==> src/rtl/neuron_output_stage.sv <==
`default_nettype none
// ============================================================================
//  Module   : neuron_output_stage
//  Purpose  : Final stage of a neuron datapath. Accumulates unsigned 4-lane
//             dot-product partial sums on top of a signed bias, then applies
//             optional ReLU, an arithmetic right shift and an 8-bit clamp.
//             Results are queued in a small output FIFO.
//  Ports    :
//    clk        - clock; all state updates on its rising edge
//    rst        - synchronous reset, active-high
//    in_valid   - in_data / in_last qualify a beat
//    in_data    - unsigned 16-bit partial sum from the MAC stage
//    in_last    - beat closes the current neuron group
//    in_ready   - stage can accept a beat
//    cfg_bias   - signed bias, loaded at group start only
//    cfg_shift  - requantize right-shift amount
//    cfg_relu   - 1: ReLU + unsigned 0..255 output, 0: signed -128..127
//    out_valid  - FIFO non-empty, out_data valid
//    out_data   - result at FIFO head
//    out_ready  - downstream consumes the head entry
//    sat_flag   - sticky accumulator/output saturation indicator
//    fifo_count - current FIFO occupancy
//  Revision : 1.0 - initial release
// ============================================================================
module neuron_output_stage #(
    parameter int ACC_W      = 20,
    parameter int FIFO_DEPTH = 4
) (
    input  logic                            clk,
    input  logic                            rst,
    input  logic                            in_valid,
    input  logic [15:0]                     in_data,
    input  logic                            in_last,
    output logic                            in_ready,
    input  logic [15:0]                     cfg_bias,
    input  logic [3:0]                      cfg_shift,
    input  logic                            cfg_relu,
    output logic                            out_valid,
    output logic [7:0]                      out_data,
    input  logic                            out_ready,
    output logic                            sat_flag,
    output logic [$clog2(FIFO_DEPTH):0]     fifo_count
);

    localparam int c_ptr_w = $clog2(FIFO_DEPTH);
    localparam int c_cnt_w = c_ptr_w + 1;

    localparam logic signed [ACC_W-1:0] c_acc_max = {1'b0, {(ACC_W-1){1'b1}}};
    localparam logic signed [ACC_W-1:0] c_u8_max  = ACC_W'(255);
    localparam logic signed [ACC_W-1:0] c_s8_max  = ACC_W'(127);
    localparam logic signed [ACC_W-1:0] c_s8_min  = ACC_W'(-128);

    // ------------------------------------------------------------------
    // Accumulator
    // ------------------------------------------------------------------
    logic signed [ACC_W-1:0] r_acc;
    logic                    r_first;

    logic                    w_accept;
    logic signed [ACC_W-1:0] w_base;
    logic        [ACC_W:0]   w_sum_wide;
    logic                    w_acc_ovf;
    logic signed [ACC_W-1:0] w_acc_next;

    assign w_accept = in_valid && in_ready;

    // A group start replaces the running sum with the sign-extended bias,
    // so a mid-group bias change never reaches the accumulator.
    assign w_base = r_first ? {{(ACC_W-16){cfg_bias[15]}}, cfg_bias} : r_acc;

    // One guard bit is enough: the addend is non-negative, so only the
    // positive limit can be crossed.
    assign w_sum_wide = {w_base[ACC_W-1], w_base} + {{(ACC_W-15){1'b0}}, in_data};
    assign w_acc_ovf  = (w_sum_wide[ACC_W:ACC_W-1] == 2'b01);
    assign w_acc_next = w_acc_ovf ? c_acc_max : $signed(w_sum_wide[ACC_W-1:0]);

    // ------------------------------------------------------------------
    // Stage s1: registered final sum plus the config sampled with in_last
    // ------------------------------------------------------------------
    logic signed [ACC_W-1:0] r_s1_sum;
    logic        [3:0]       r_s1_shift;
    logic                    r_s1_relu;
    logic                    r_s1_valid;

    logic signed [ACC_W-1:0] w_relu_val;
    logic signed [ACC_W-1:0] w_shifted;
    logic        [7:0]       w_result;
    logic                    w_clamped;

    assign w_relu_val = (r_s1_relu && r_s1_sum[ACC_W-1]) ? '0 : r_s1_sum;
    assign w_shifted  = w_relu_val >>> r_s1_shift;

    always_comb begin
        w_result  = w_shifted[7:0];
        w_clamped = 1'b0;
        if (r_s1_relu) begin
            // ReLU already removed negatives; only the upper bound applies.
            if (w_shifted > c_u8_max) begin
                w_result  = 8'hFF;
                w_clamped = 1'b1;
            end
        end else begin
            if (w_shifted > c_s8_max) begin
                w_result  = 8'h7F;
                w_clamped = 1'b1;
            end else if (w_shifted < c_s8_min) begin
                w_result  = 8'h80;
                w_clamped = 1'b1;
            end
        end
    end

    // ------------------------------------------------------------------
    // Output FIFO
    // ------------------------------------------------------------------
    logic [7:0]         r_mem [FIFO_DEPTH];
    logic [c_ptr_w-1:0] r_wr_ptr;
    logic [c_ptr_w-1:0] r_rd_ptr;
    logic [c_cnt_w-1:0] r_count;

    logic               w_push;
    logic               w_pop;
    logic [c_cnt_w:0]   w_occupancy;

    assign w_push = r_s1_valid;
    assign w_pop  = (r_count != '0) && out_ready;

    // Reserving a slot for the entry in s1 guarantees s1 never has to stall.
    assign w_occupancy = {1'b0, r_count} + {{c_cnt_w{1'b0}}, r_s1_valid};
    assign in_ready    = (w_occupancy < (c_cnt_w+1)'(FIFO_DEPTH));

    assign out_valid  = (r_count != '0);
    assign out_data   = out_valid ? r_mem[r_rd_ptr] : 8'd0;
    assign fifo_count = r_count;

    // ------------------------------------------------------------------
    // Control state
    // ------------------------------------------------------------------
    logic r_sat;
    assign sat_flag = r_sat;

    always_ff @(posedge clk) begin
        if (rst) begin
            r_acc      <= '0;
            r_first    <= 1'b1;
            r_s1_sum   <= '0;
            r_s1_shift <= '0;
            r_s1_relu  <= 1'b0;
            r_s1_valid <= 1'b0;
            r_wr_ptr   <= '0;
            r_rd_ptr   <= '0;
            r_count    <= '0;
            r_sat      <= 1'b0;
        end else begin
            // Accumulator and group tracking
            if (w_accept) begin
                r_acc   <= w_acc_next;
                r_first <= in_last;
            end

            // s1 holds a result for exactly one cycle
            r_s1_valid <= w_accept && in_last;
            if (w_accept && in_last) begin
                r_s1_sum   <= w_acc_next;
                r_s1_shift <= cfg_shift;
                r_s1_relu  <= cfg_relu;
            end

            // Sticky saturation
            if ((w_accept && w_acc_ovf) || (r_s1_valid && w_clamped)) begin
                r_sat <= 1'b1;
            end

            // FIFO pointers and occupancy
            if (w_push) begin
                r_wr_ptr <= r_wr_ptr + c_ptr_w'(1);
            end
            if (w_pop) begin
                r_rd_ptr <= r_rd_ptr + c_ptr_w'(1);
            end
            if (w_push && !w_pop) begin
                r_count <= r_count + c_cnt_w'(1);
            end else if (!w_push && w_pop) begin
                r_count <= r_count - c_cnt_w'(1);
            end
        end
    end

    // Storage needs no reset: every read is gated by a non-zero count.
    always_ff @(posedge clk) begin
        if (w_push) begin
            r_mem[r_wr_ptr] <= w_result;
        end
    end

endmodule
`default_nettype wire
==> config.mk <==
export PLATFORM = sky130hd
export DESIGN_NAME = neuron_output_stage
export DESIGN_NICKNAME = d
export VERILOG_FILES = /design/src/rtl/neuron_output_stage.sv
export SDC_FILE = /design/constraint.sdc
export NUM_CORES = 1
export LEC_CHECK = 0
export CORE_UTILIZATION = 64
export CTS_BUF_LIST = sky130_fd_sc_hd__clkbuf_8
export DETAILED_ROUTE_END_ITERATION = 10
export PLACE_DENSITY = 0.88
export SYNTH_ARGS = -nofsm -noshare
export SYNTH_HDL_FRONTEND = slang
export SYNTH_SLANG_ARGS = --single-unit
==> constraint.sdc <==
create_clock -name clk -period 6.05 [get_ports clk]
set_clock_uncertainty 0.1 [all_clocks]
set_input_delay 1.21 -clock clk [delete_from_list [all_inputs] [get_ports clk]]
set_output_delay 1.21 -clock clk [all_outputs]
set_load 0.01 [all_outputs]
==> impl_metrics.ini <==
[status]
run_status = complete, no violations

[place]
placed_cell_area_um2 = 6200
dp_worst_setup_slack_ns = 1.14
port_buffers = 55
placed_cells_incl_taps = 708
dpl.hpwl_um = 10000
place_congestion = 0.900

[layout]
syn2layout_area_growth_pct = 12.0
stdcell_area_um2 = 6390
finalNonFillerCells = 724
ff_latch_area_um2 = 2100
multiInputGateArea_um2 = 3290
drive_gt1_frac = 0.133
antenna-diode-count = 0
design.final.nets = 676
fill_cells = 619

[cts]
tritoncts.num_buffers = 9
tritoncts = done
clk_path_buf_depth = 2
clock_tree.htree_level_count = 3
worst_setup_hold_path_clk_slew_ns = 0.10
cts-hold-fix-buffers = 0
tritoncts_num_sinks = 89
cts_root_buffer = clkbuf_8
cts_resized = 0
insertion_delay_ns = 0.37
cts_setup_buffers = 0

[floorplan]
die_area_um2 = 9300
dieHeight_um = 96.4
core_region_area_um2 = 8680
ioPinCount = 56
floorplan.initialDensity = 0.658
std_cell_rows = 34
floorplan.die.width_um = 96.4

[logic_synthesis]
synth-main-ff-cell = dfxtp_1
syn_avg_cell_area_um2 = 9.91
yosys.area.top_type = dfxtp_1
ys_seq_elements = 89
netlist_instances = 576
synth_enable_flop_cells = 32
async_reset_ff_frac = 0
syn-num-nets = 641
netlist.area_leader.share = 0.200
synth-seq-area-share = 0.368
ys_warn_count = 0
synth_top_cells_by_area = dfxtp_1, edfxtp_1, mux4_2
synth.distinct_cells = 69
netlist_area_um2 = 5710

[power]
share_comb_of_total_power = 0.459
sequentialPowerShare = 0.369
netSwitchingPower_w = 0.000933
sw_frac_of_total = 0.396
p_per_area_nw_per_um2 = 368
intPower_w = 0.00142
clockPowerShare = 0.172
total_leakage_power_nw = 2.28
max-vdd-ir-drop_v = 0.000218

[hold_path]
hold_path_depth = 2
hp-class = reg -> reg

[global_routing]
gr-usage-all-layers = 0.317
grt_pass1_wl_um = 22200
maximum_number_of_pins_on_one_net_before_global_route_repair = 36
grt_antenna_before_repair = 0
grt_overflow = 0
first_global_vias = 4639

[critical_path]
kind_of_start_point_of_the_critical_path = input port
critPathKind = in -> reg
worstRegToRegCells = 11
cp_slowest_stage_delay_ns = 0.59
required_ns = 6.22
critPathCaptureType = flop
critical_path_cell_count = 13
crit_slowest_cell = o31ai_2
cp_num_buf_inv = 3
crit_path_max_fanout = 14
timing.critical_path.cells = clkdlybuf4s50_1, mux2_2, ha_1, inv_1, fa_1, nand2b_1, a21oi_1, o221ai_1, a31o_2, o31ai_2, buf_4, nor2_1, a211oi_1
critPathTopFamily = compound AO/OA/AOI/OAI gates
timing.critical_path.arrival_ns = 4.70

[sta]
fmax_mhz = 221
maxSlewViolCount = 0
timing_worst_slew_pin_value_ns = 1.19
max-slew-margin-rel = 0.204
hold_viol = 0
finalHoldWorstSlack_ns = 0.388
fin_setup_tns_ns = 0
fin_ws_ns = 1.52
grt_setup_unrepaired = false
period_minus_slack_ns = 4.53
finalSetupViolCount = 0
fraction_of_the_cycle_the_final_worst_path_needs = 0.748

[detailed_routing]
drt_iter0_markers = 385
routed_wire_length_per_instance_um = 19.2
postRouteWirelength_um = 13900
vias = 4767
route.detailed.vias_per_inst = 6.58
drc = 0
drt-pass1-iter-count = 5
drtAntennaViolNets = 0

[job]
cap_violations = 0
## through the flow
stage                     total power (W)  utilization
after global routing              0.00249        0.736
final                             0.00235        0.736
after CTS                         0.00234        0.736
after detailed placement          0.00194        0.714
after floorplan                   0.00161            -
after global placement            0.00188        0.714
## flip-flops by register name, summed over array words and instances, names as in the netlist, named ones only
signal	count
r_acc	20
r_rd_ptr	2
r_s1_relu	1
r_s1_sum	20
r_wr_ptr	2
r_s1_shift	4
r_first	1
r_mem	32
fifo_count	3
sat_flag	1
r_s1_valid	1
## power by group through the flow
stage	combinational [W]	clock, W	sequential [W]
detailed placement	0.00106	0	0.000878
CTS	0.00107	0.000407	0.000866
global route	0.00118	0.000433	0.000882
finish	0.00108	0.000405	0.000869
floorplan	0.000779	0	0.000829
global placement	0.00101	0	0.000870
## per-layer routing
layer / track usage / wire length [um] / vias up
met5: 0 / 0 / -
met4: 0.108 / 298 / 0
met3: 0.0579 / 1040 / 33
met2: 0.555 / 7030 / 241
met1: 0.394 / 5520 / 2295
li1: - / - / 2198
## final timing paths
path,from,slack [ns],end
worst max-delay path,cfg_bias[0],1.52,r_acc[3]
worst min-delay path,r_acc[19],0.39,r_acc[19]
worst max register to register,r_first,2.13,r_acc[3]
worst min register to register,r_acc[19],0.39,r_acc[19]
## final cells by class
class,instances,share of cell area
Multi-Input combinational cell,432,0.515
Sequential cell,89,0.329
Timing Repair Buffer,62,0.0944
Tap cell,108,0.0211
Clock buffer,9,0.0194
Clock inverter,7,0.0112
Inverter,17,0.00998
## layout by cell type, fill, tap and decap left out, drive strengths merged, types with 9 or more instances in the layout
cell type	n
edfxtp	32
nand3	9
a211oi	24
clkbuf	9
clkdlybuf4s50	55
mux2i	17
ha	21
dfxtp	57
o21ai	45
nor3	11
a21oi	26
nor2	63
and2	17
xnor2	10
mux2	21
mux4	23
inv	19
nand2	48
## kinds of logic after synthesis
logic type | Yosys count | share of synthesized area
xor gates and xnor gates | 17 | 0.0261
DFF | 89 | 0.368
buffers and inverters | 55 | 0.0555
muxes | 61 | 0.165
and+or+nand+nor | 178 | 0.146
adders and majority gates | 23 | 0.0531
AOI/OAI and AO/OA | 153 | 0.186
## tightest hold or removal path: cells and delay by family, from the launching register on
kind,cells,cell delay [ns]
and+or+nand+nor,1,0.06
AOI/OAI and AO/OA,1,0.06
DFF,1,0.33
## cells in the mapped netlist (all sizes together), types with 2 or more instances
cell     count
a32o         2
clkinv       2
o21a         4
nand2       48
a21boi       3
fa           2
nor2        63
o21bai       4
or3          5
mux2        21
nand3b       2
clkbuf      27
mux4        23
buf         11
dfxtp       57
inv         15
nor2b        5
a21oi       26
a211oi      24
a22oi        3
a21o         4
a31oi        7
xnor2       10
nor4         2
o31ai        2
o221ai       2
and2        17
o21ai       45
or2          6
and2b        2
xor2         7
a22o         7
a221oi       2
ha          21
mux2i       17
a2111oi      2
nor3        11
edfxtp      32
o211ai       7
nand2b       5
nand3        9
Power figures use the tool's default switching activity.
